$ cat src/rtl/memory_port_arbiter_pkg.sv
// Shared types for the unified memory port arbiter.
// Length, state and owner encodings plus the alignment rule.
package memory_port_arbiter_pkg;

  typedef enum logic [1:0] {
    LEN_NONE = 2'b00,
    LEN_BYTE = 2'b01,
    LEN_HALF = 2'b10,
    LEN_WORD = 2'b11
  } len_e;

  typedef enum logic [1:0] {
    ST_IDLE   = 2'b00,
    ST_ACCESS = 2'b01,
    ST_RESP   = 2'b10
  } state_e;

  typedef enum logic {
    OWN_FETCH = 1'b0,
    OWN_DATA  = 1'b1
  } owner_e;

  typedef struct packed {
    logic        we;
    logic [1:0]  len;
    logic        rs;
    logic [31:0] addr;
    logic [31:0] wd;
  } mem_req_t;

  function automatic logic access_bad(
    input logic [1:0] len,
    input logic [1:0] a
  );
    logic r;
    case (len)
      LEN_BYTE: r = 1'b0;
      LEN_HALF: r = a[0];
      LEN_WORD: r = (a != 2'b00);
      default:  r = 1'b1;
    endcase
    return r;
  endfunction

endpackage

$ cat src/rtl/memory_port_arbiter_counter.sv
// Access latency counter: load, decrement, zero flag.
// Ports: clk/rst, load_i+value_i, dec_i, zero_o.
module mem_latency_counter #(
  parameter int W = 4
) (
  input  logic         clk,
  input  logic         rst,
  input  logic         load_i,
  input  logic [W-1:0] value_i,
  input  logic         dec_i,
  output logic         zero_o
);

  logic [W-1:0] count_q;

  always_ff @(posedge clk or posedge rst) begin
    if (rst) begin
      count_q <= '0;
    end else if (load_i) begin
      count_q <= value_i;
    end else if (dec_i && count_q != '0) begin
      count_q <= count_q - 1'b1;
    end
  end

  assign zero_o = (count_q == '0);

endmodule

$ cat src/rtl/memory_port_arbiter.sv
// Shares one single-port memory between fetch and load/store.
// Ports: SYS_*, FETCH_* requester, DATA_* requester, MEM_* memory.
module memory_port_arbiter
  import memory_port_arbiter_pkg::*;
#(
  parameter int MEM_LATENCY     = 2,
  parameter int MAX_DATA_STREAK = 4
) (
  input  logic        SYS_clk,
  input  logic        SYS_reset,
  input  logic        FETCH_req,
  input  logic [31:0] FETCH_address,
  output logic        FETCH_ready,
  output logic [31:0] FETCH_instruction,
  output logic        FETCH_error,
  input  logic        DATA_req,
  input  logic        DATA_write,
  input  logic [1:0]  DATA_length,
  input  logic        DATA_signed,
  input  logic [31:0] DATA_address,
  input  logic [31:0] DATA_write_data,
  output logic        DATA_ready,
  output logic [31:0] DATA_read_data,
  output logic        DATA_error,
  output logic        MEM_enable,
  output logic        MEM_write_enable,
  output logic [1:0]  MEM_length,
  output logic        MEM_read_signed,
  output logic [31:0] MEM_address,
  output logic [31:0] MEM_write_data,
  input  logic [31:0] MEM_read_data
);

  state_e      state_q, state_d;
  owner_e      owner_q, owner_d;
  logic [3:0]  streak_q, streak_d;
  mem_req_t    mreq_q, mreq_d;
  logic        men_q, men_d;
  logic        fready_q, fready_d;
  logic        ferr_q, ferr_d;
  logic [31:0] finstr_q, finstr_d;
  logic        dready_q, dready_d;
  logic        derr_q, derr_d;
  logic [31:0] drdata_q, drdata_d;

  logic arb, grant, bad;
  logic fetch_win, data_win;
  logic in_acc, cnt_zero, cnt_load;
  logic [31:0] cap;

  assign arb = (state_q == ST_IDLE)
            || (state_q == ST_RESP);
  assign in_acc = (state_q == ST_ACCESS);

  // Fetch wins when alone or once data has
  // used up its streak while fetch waited.
  assign fetch_win = FETCH_req && (!DATA_req
    || streak_q == 4'(MAX_DATA_STREAK));
  assign data_win = DATA_req && !fetch_win;
  assign grant = fetch_win || data_win;

  assign bad = fetch_win
    ? access_bad(LEN_WORD, FETCH_address[1:0])
    : access_bad(DATA_length, DATA_address[1:0]);

  assign cnt_load = arb && grant && !bad;
  assign cap = mreq_q.we ? 32'h0 : MEM_read_data;

  mem_latency_counter #(.W(4)) u_cnt (
    .clk     (SYS_clk),
    .rst     (SYS_reset),
    .load_i  (cnt_load),
    .value_i (4'(MEM_LATENCY - 1)),
    .dec_i   (in_acc),
    .zero_o  (cnt_zero)
  );

  always_ff @(posedge SYS_clk or posedge SYS_reset) begin
    if (SYS_reset) begin
      state_q  <= ST_IDLE;
      owner_q  <= OWN_FETCH;
      streak_q <= '0;
    end else begin
      state_q  <= state_d;
      owner_q  <= owner_d;
      streak_q <= streak_d;
    end
  end

  always_comb begin
    state_d  = state_q;
    owner_d  = owner_q;
    streak_d = streak_q;
    unique case (state_q)
      ST_IDLE, ST_RESP: begin
        if (!grant)   state_d = ST_IDLE;
        else if (bad) state_d = ST_RESP;
        else          state_d = ST_ACCESS;
        if (grant)
          owner_d = fetch_win ? OWN_FETCH : OWN_DATA;
        if (!FETCH_req || fetch_win)
          streak_d = '0;
        else if (data_win)
          streak_d = streak_q + 4'd1;
      end
      ST_ACCESS: begin
        if (cnt_zero) state_d = ST_RESP;
      end
      default: state_d = ST_IDLE;
    endcase
  end

  always_comb begin
    men_d    = 1'b0;
    mreq_d   = '0;
    fready_d = 1'b0;
    ferr_d   = 1'b0;
    finstr_d = finstr_q;
    dready_d = 1'b0;
    derr_d   = 1'b0;
    drdata_d = drdata_q;
    unique case (1'b1)
      cnt_load: begin
        men_d = 1'b1;
        if (fetch_win) begin
          mreq_d.len  = LEN_WORD;
          mreq_d.addr = FETCH_address;
        end else begin
          mreq_d.we   = DATA_write;
          mreq_d.len  = DATA_length;
          mreq_d.rs   = DATA_signed && !DATA_write;
          mreq_d.addr = DATA_address;
          mreq_d.wd   = DATA_write
                      ? DATA_write_data : 32'h0;
        end
      end
      (arb && grant && bad): begin
        if (fetch_win) begin
          fready_d = 1'b1;
          ferr_d   = 1'b1;
          finstr_d = 32'h0;
        end else begin
          dready_d = 1'b1;
          derr_d   = 1'b1;
          drdata_d = 32'h0;
        end
      end
      (in_acc && !cnt_zero): begin
        men_d  = 1'b1;
        mreq_d = mreq_q;
      end
      (in_acc && cnt_zero): begin
        if (owner_q == OWN_FETCH) begin
          fready_d = 1'b1;
          finstr_d = cap;
        end else begin
          dready_d = 1'b1;
          drdata_d = cap;
        end
      end
      default: ;
    endcase
  end

  always_ff @(posedge SYS_clk or posedge SYS_reset) begin
    if (SYS_reset) begin
      men_q    <= 1'b0;
      mreq_q   <= '0;
      fready_q <= 1'b0;
      ferr_q   <= 1'b0;
      finstr_q <= '0;
      dready_q <= 1'b0;
      derr_q   <= 1'b0;
      drdata_q <= '0;
    end else begin
      men_q    <= men_d;
      mreq_q   <= mreq_d;
      fready_q <= fready_d;
      ferr_q   <= ferr_d;
      finstr_q <= finstr_d;
      dready_q <= dready_d;
      derr_q   <= derr_d;
      drdata_q <= drdata_d;
    end
  end

  assign FETCH_ready       = fready_q;
  assign FETCH_error       = ferr_q;
  assign FETCH_instruction = finstr_q;
  assign DATA_ready        = dready_q;
  assign DATA_error        = derr_q;
  assign DATA_read_data    = drdata_q;
  assign MEM_enable        = men_q;
  assign MEM_write_enable  = mreq_q.we;
  assign MEM_length        = mreq_q.len;
  assign MEM_read_signed   = mreq_q.rs;
  assign MEM_address       = mreq_q.addr;
  assign MEM_write_data    = mreq_q.wd;

endmodule

$ cat config.mk
export PLATFORM = sky130hd
export DESIGN_NAME = memory_port_arbiter
export DESIGN_NICKNAME = d
export VERILOG_FILES = /design/src/rtl/memory_port_arbiter_pkg.sv /design/src/rtl/memory_port_arbiter_counter.sv /design/src/rtl/memory_port_arbiter.sv
export SDC_FILE = /design/constraint.sdc
export NUM_CORES = 1
export LEC_CHECK = 0
export CAP_MARGIN = 10
export CORE_MARGIN = 1.5
export CORE_UTILIZATION = 45
export DETAILED_ROUTE_END_ITERATION = 16
export PLACE_DENSITY = 0.86
export SETUP_SLACK_MARGIN = 0.2
export SYNTH_ARGS = -nofsm -noshare
export SYNTH_HDL_FRONTEND = slang
export SYNTH_HIERARCHICAL = 1
export SYNTH_SLANG_ARGS = --single-unit
export TNS_END_PERCENT = 20
$ cat constraint.sdc
create_clock -name SYS_clk -period 10.6 [get_ports SYS_clk]
set_input_delay 2.12 -clock SYS_clk [delete_from_list [all_inputs] [get_ports SYS_clk]]
set_output_delay 2.12 -clock SYS_clk [all_outputs]
set_load 0.05 [all_outputs]
==> reports/metrics.cfg, run 1 <==
[global_route]
grtUsageTotal = 0.246
grt_remaining_overflow = 0
grt_pass1_wl_mm = 27.7
grt_pass1_vias = 5262
grt_max_degree = 90
antenna_found_initial = 0

[power]
p_total_uw = 2440
power_density_mw_per_mm2 = 256
cellLeakagePower_uw = 0.00414
vdd_ir_drop_max_mv = 0.103

[die]
die_w_um = 119
num_io_pins = 273
die_area_sq_mm = 0.0142
die_h_um = 119
rows = 42
start_util = 0.459
core_sq_mm = 0.0132

[clocking]
numCtsBuffers = 17
ctsResizeCount = 0
clk_path_buf_depth = 2
clock_latency_ns = 0.41
post-cts-setup-buffers = 0
cts_tree = built
cts_root_buf = clkbuf_16
clk_pin_slew_ns = 0.06
htree_levels = 4
cts_hold_buf = 0
numClockSinks = 148

[setup_path]
worstSetupPathType = in -> reg
critPathCaptureType = flop
crit_family = buffers and inverters
worstPathCellList = clkdlybuf4s50_1, mux2_2, nor2b_2, buf_4, or2_2, o31a_1
max_stage_delay_ns = 0.51
worst_path_max_delay_cell = clkdlybuf4s50_1
crit_required_ns = 10.89
critPathMaxFanout = 38
path_buf_inv = 2
cp-start-kind = input pin
arrival_ns = 4.20

[finish]
antenna_cells = 0
drive_gt1_frac = 0.0785
fin_util = 0.723
area_growth_pct = 57.5
nets = 891
post-route-cell-area_sq_mm = 0.00953

[logic_synthesis]
yosysUniqueCellTypes = 47
synthCells = 488
ys.flop_type = dfrtp_1
synth-async-reset-ratio = 1.00
ys_seq_area_frac = 0.612
syn_area_sq_mm = 0.00605
ys_warn_count = 6
synth_edf_count = 0
avgSynthCellArea_sq_um = 12.4
synth-seq-cells = 148

[drt]
drt_iter0_drc = 454
viasPerCell = 5.52
first_pass_iters = 5
via_count = 5189
wl_per_cell_um = 18.6
ant_nets = 0
drc = 0
wl_mm = 17.5

[place]
hpwl_mm = 12.2
gp_congestion = 0.846
port_buffers = 272
postPlaceCellArea_sq_mm = 0.00890

[sta]
worstMarginPinSlew_ns = 1.12
tns_ns = 0
finalSetupViolCount = 0
relSlewSlack = 0.252
timing.fmax_mhz = 256
rsz0062_at_grt = no
period_share = 0.369
skew_ns = 0.00800
maxSlewViolCount = 0
hold_viol = 0
fin_crit_ns = 3.91

[worst_hold_path]
hold_path.class = reg -> reg

[run]
drv_cap = 0

[status]
status = finished, final reports clean

==> registers in the layout, summed over array words and instances (netlist names) <==
| register | cells |
|---|---|
| MEM_enable | 1 |
| DATA_read_data | 32 |
| MEM_write_enable | 1 |
| FETCH_ready | 1 |
| DATA_error | 1 |
| state_q | 2 |
| DATA_ready | 1 |
| streak_q | 4 |
| FETCH_instruction | 32 |
| MEM_address | 32 |
| MEM_length | 2 |
| MEM_write_data | 32 |
| owner_q | 1 |
| u_cnt/count_q | 4 |
| MEM_read_signed | 1 |
| FETCH_error | 1 |
==> cell type report <==
| type | count | area [sq um] |
|---|---|---|
| clock buffers | 19 | 453 |
| clock inverters | 12 | 178 |
| fillers | 885 | 3660 |
| inverters | 11 | 46.3 |
| multi-input cells | 293 | 2140 |
| flip-flops and latches | 148 | 3700 |
| well taps | 176 | 220 |
| repair buffers | 281 | 2790 |
==> cells by family after synthesis <==
group	after synthesis	share of synthesized area
multiplexers	1	0.00186
AND/OR/NAND/NOR	104	0.100
other	2	0.00124
buffers and inverters	49	0.0409
adder cells (fa/ha/maj)	3	0.00620
flip-flops	148	0.612
AO/OA/AOI/OAI	181	0.237
==> where the power goes <==
part / switching, uW / internal [uW] / total [uW]
sequential: 103 / 698 / 801
clock: 230 / 406 / 636
combinational: 652 / 355 / 1010
total: 986 / 1460 / 2440
==> through the flow <==
stage / std cells / hold slack, ns / setup slack, ns
after floorplan: 490 / 0.496 / 4.61
after detailed placement: 909 / 0.482 / 6.22
after CTS: 940 / 0.504 / 6.67
after global placement: 909 / 0.476 / 6.35
final: 940 / 0.499 / 6.69
after global routing: 940 / 0.518 / 6.45
==> layout by cell type (no fill, tap or decap), drive strengths merged, types with 9 or more instances in the layout <==
| cell type | Yosys | routed |
|---|---|---|
| clkdlybuf4s50 | 0 | 272 |
| clkbuf | 14 | 19 |
| inv | 11 | 12 |
| and2 | 31 | 31 |
| a22oi | 32 | 32 |
| dfrtp | 148 | 148 |
| a221o | 33 | 33 |
| a22o | 66 | 66 |
| o21ai | 38 | 38 |
| nand2 | 40 | 40 |
| buf | 24 | 9 |
==> routing by layer <==
layer | part of all wire | global-route usage | vias to the layer above | wire length [um]
met2 | 0.50 | 0.425 | 239 | 8820
met3 | 0.076 | 0.0699 | 22 | 1330
li1 | - | - | 2349 | -
met1 | 0.40 | 0.302 | 2579 | 7060
met4 | 0.016 | 0.0723 | 0 | 276
met5 | 0 | 0 | - | 0
==> synth_stat cells (all sizes together), types with 4 or more instances <==
cell    count  share of area
a21oi       4         0.0033
a221o      33          0.055
a22o       66          0.096
a22oi      32          0.040
and2       31          0.032
buf        24          0.025
clkbuf     14         0.0087
dfrtp     148           0.61
inv        11         0.0068
nand2      40          0.025
nor2        6         0.0041
o21ai      38          0.032
==> worst paths after layout <==
check	startpoint	end	slack, ns	depth (start not counted)
min in group asynchronous	SYS_reset	u_cnt/count_q[2]$_DFFE_PP0P_	2.03	2
setup / recovery	DATA_length[1]	u_cnt/count_q[0]$_DFFE_PP0P_	6.69	6
setup reg to reg	u_cnt/count_q[0]$_DFFE_PP0P_	DATA_read_data[21]$_DFFE_PP0P_	7.49	9
hold reg to reg	FETCH_instruction[19]$_DFFE_PP0P_	FETCH_instruction[19]$_DFFE_PP0P_	0.50	1
max in group asynchronous	SYS_reset	streak_q[3]$_DFFE_PP0P_	6.94	3
hold / removal	FETCH_instruction[19]$_DFFE_PP0P_	FETCH_instruction[19]$_DFFE_PP0P_	0.50	1
No activity file was read; power rests on OpenSTA's default activity.
==> run 2: changes to the inputs <==
--- a/config.mk
+++ b/config.mk
@@ -7,9 +7,9 @@
 export LEC_CHECK = 0
 export CAP_MARGIN = 10
 export CORE_MARGIN = 1.5
-export CORE_UTILIZATION = 45
+export CORE_UTILIZATION = 42
 export DETAILED_ROUTE_END_ITERATION = 16
-export PLACE_DENSITY = 0.86
+export PLACE_DENSITY = 0.81
 export SETUP_SLACK_MARGIN = 0.2
 export SYNTH_ARGS = -nofsm -noshare
 export SYNTH_HDL_FRONTEND = slang
==> constraint.sdc (replaced) <==
create_clock -name SYS_clk -period 3.8 [get_ports SYS_clk]
set_input_delay 0.76 -clock SYS_clk [delete_from_list [all_inputs] [get_ports SYS_clk]]
set_output_delay 0.76 -clock SYS_clk [all_outputs]
set_load 0.05 [all_outputs]
==> run 2 against run 1 <==
Clock power rose to 2.6 times the previous value; via count down 1.6%; flip-flop and latch count unchanged; final area about the same; wire length down 2.5%; register-to-register slack worse by 6.2 ns; sequential power rose to 2.8 times the previous value; first-iteration DRC count down 28%; global-route usage down 1.8 points; power rose to 2.7 times the previous value; highest routed layer unchanged; largest cell class unchanged; critical endpoint is now DATA_read_data[18]$_DFFE_PP0P_; non-clock buffer count up 4.
==> reports/metrics.cfg, run 2 (synthesis gave the netlist of run 1 again) <==
[power]
comb_power_share = 0.423  ; +0.011
internal_power_uw = 3960  ; +170%
power_density_mw_per_mm2 = 701  ; +170%
switching_share = 0.407  ; +0.00344
seqPwrFrac = 0.332  ; +0.004
cellLeakagePower_uw = 0.00413  ; about the same
power.switching_uw = 2720  ; +180%
p_total_uw = 6680  ; +170%
clockPowerShare = 0.244  ; -0.016
vdd_ir_drop_max_mv = 0.419  ; +310%

[sta]
finalSetupViolCount = 0  ; unchanged
timing.fmax_mhz = 392
final.setup.worst_slack_ns = 1.25  ; -5.44 ns
worstMarginPinSlew_ns = 1.03  ; -0.0900 ns
fin_crit_ns = 2.55
period_share = 0.671
rsz0062_at_grt = no
whs_ns = 0.496  ; -0.00321 ns
skew_ns = 0.00952  ; +0.00152 ns
tns_ns = 0  ; unchanged
maxSlewViolCount = 0  ; unchanged
relSlewSlack = 0.311  ; +0.0586
hold_viol = 0  ; unchanged

[drt]
ant_nets = 0  ; unchanged
wl_mm = 17.0  ; -2.5%
wl_per_cell_um = 18.0  ; -3.5%
viasPerCell = 5.38  ; -2.6%
drt_iter0_drc = 326  ; -28%
first_pass_iters = 5  ; unchanged
drc = 0  ; unchanged
via_count = 5104  ; -1.6%

[global_route]
antenna_found_initial = 0  ; unchanged
grt_remaining_overflow = 0  ; unchanged
grt_pass1_vias = 5041  ; -4.2%
grtUsageTotal = 0.228  ; -0.0185
grt_max_degree = 53  ; -41%
grt_pass1_wl_mm = 26.4  ; -4.6%

[finish]
final_common_cell = clkdlybuf4s50_1
nets = 895  ; +0.45%
antenna_cells = 0  ; unchanged
drive_gt1_frac = 0.0806  ; +0.00209
fill_cells = 982  ; +11%
final_cell_mix = 272 x clkdlybuf4s50_1, 148 x dfrtp_1, 66 x a22o_1, 40 x nand2_1, 34 x o21ai_0
area_growth_pct = 57.4  ; about the same

[clocking]
cts_hold_buf = 0  ; unchanged
cts_root_buf = clkbuf_16
clk_pin_slew_ns = 0.06  ; about the same
ctsResizeCount = 0  ; unchanged
post-cts-setup-buffers = 0  ; unchanged
numClockSinks = 148  ; unchanged
clk_path_buf_depth = 2  ; unchanged
clock_latency_ns = 0.42  ; about the same
numCtsBuffers = 17  ; unchanged
htree_levels = 4  ; unchanged
cts_tree = built

[die]
die_h_um = 123  ; +3.4%
num_io_pins = 273  ; unchanged
core_sq_mm = 0.0140  ; +6.1%
die_w_um = 123  ; +3.4%
die_area_sq_mm = 0.0151  ; +7.0%
start_util = 0.433  ; -0.0262
rows = 43  ; +2.4%

[setup_path]
worstSetupPathType = reg -> reg
crit_required_ns = 4.11  ; -6.78 ns
cp-start-kind = flop
critPathMaxFanout = 35  ; -7.9%
critPathCaptureType = flop
arrival_ns = 2.86  ; -1.34 ns

[place]
place_ws_ns = 0.836  ; -5.38 ns
port_buffers = 272  ; unchanged
gp_congestion = 0.803  ; -5.1%
hpwl_mm = 12.2  ; -0.12%

[run]
drv_cap = 0  ; unchanged

[worst_hold_path]
hold_path.class = reg -> reg

[status]
status = finished, final reports clean

run 2: changes by cell type in the layout (fill, tap and decap cells not counted):
| cell | before | now |
|---|---|---|
| buf_12 | 0 | 1 |
| buf_4 | 9 | 12 |
| bufinv_16 | 4 | 2 |
| clkbuf_1 | 0 | 3 |
| clkbuf_8 | 2 | 3 |
| clkinv_2 | 3 | 5 |
| clkinv_4 | 3 | 0 |
| clkinvlp_4 | 1 | 2 |
| inv_6 | 2 | 1 |
run 2: area by class of cell:
class	count	area, sq um	area share
clock inverter	9	101	0.0106
tap	180	225	0.0236
sequential	148	3700	0.389
timing repair buffer	285	2830	0.297
multi-input combinational	293	2140	0.225
inverter	11	45.0	0.00473
clock buffer	23	478	0.0502
run 2: final timing paths:
| kind | slack, ns | startpoint | to | cells past startpoint |
|---|---|---|---|---|
| setup reg to reg | 1.25 | u_cnt/count_q[0]$_DFFE_PP0P_ | DATA_read_data[18]$_DFFE_PP0P_ | 10 |
| max in group asynchronous | 2.04 | SYS_reset | DATA_read_data[18]$_DFFE_PP0P_ | 3 |
| hold / removal | 0.50 | MEM_read_signed$_DFFE_PP0N_ | MEM_read_signed$_DFFE_PP0N_ | 1 |
| min in group asynchronous | 0.62 | SYS_reset | u_cnt/count_q[3]$_DFFE_PP0P_ | 2 |
| hold reg to reg | 0.50 | MEM_read_signed$_DFFE_PP0N_ | MEM_read_signed$_DFFE_PP0N_ | 1 |
| setup / recovery | 1.25 | u_cnt/count_q[0]$_DFFE_PP0P_ | DATA_read_data[18]$_DFFE_PP0P_ | 10 |
run 2: through the flow:
stage          std cells  area (sq um)  utilization
2_1_floorplan        490          6060            -
3_3_place_gp         917          8950        0.640
3_5_place_dp         917          8950        0.640
4_1_cts              949          9530        0.681
5_1_grt              949          9530        0.681
6_report             949          9530        0.681
run 2: power by group through the flow:
stage | registers (uW) | logic, uW | clock network, uW
3_3_place_gp | 2220 | 2780 | 0
3_5_place_dp | 2230 | 2840 | 0
2_1_floorplan | 3340 | 680 | 0
5_1_grt | 2260 | 2980 | 1730
4_1_cts | 2220 | 2840 | 1660
6_report | 2220 | 2830 | 1630
run 2: routing by layer:
metal / vias to the layer above / global-route usage / wire [um]
li1: 2363 / - / -
met1: 2472 / 0.291 / 7130
met2: 247 / 0.364 / 8160
met3: 22 / 0.0673 / 1390
met4: 0 / 0.0941 / 361
met5: - / 0 / 0
run 2: worst max-delay path, cell delays in order (launching register included):
cell and delay, ns:
dfrtp_1 0.39, inv_1 0.11, ha_1 0.21, or3b_4 0.43, inv_1 0.14, nand3b_2 0.09, buf_4 0.27, nor3b_4 0.20
buf_4 0.35, a22oi_1 0.15, o21ai_0 0.12
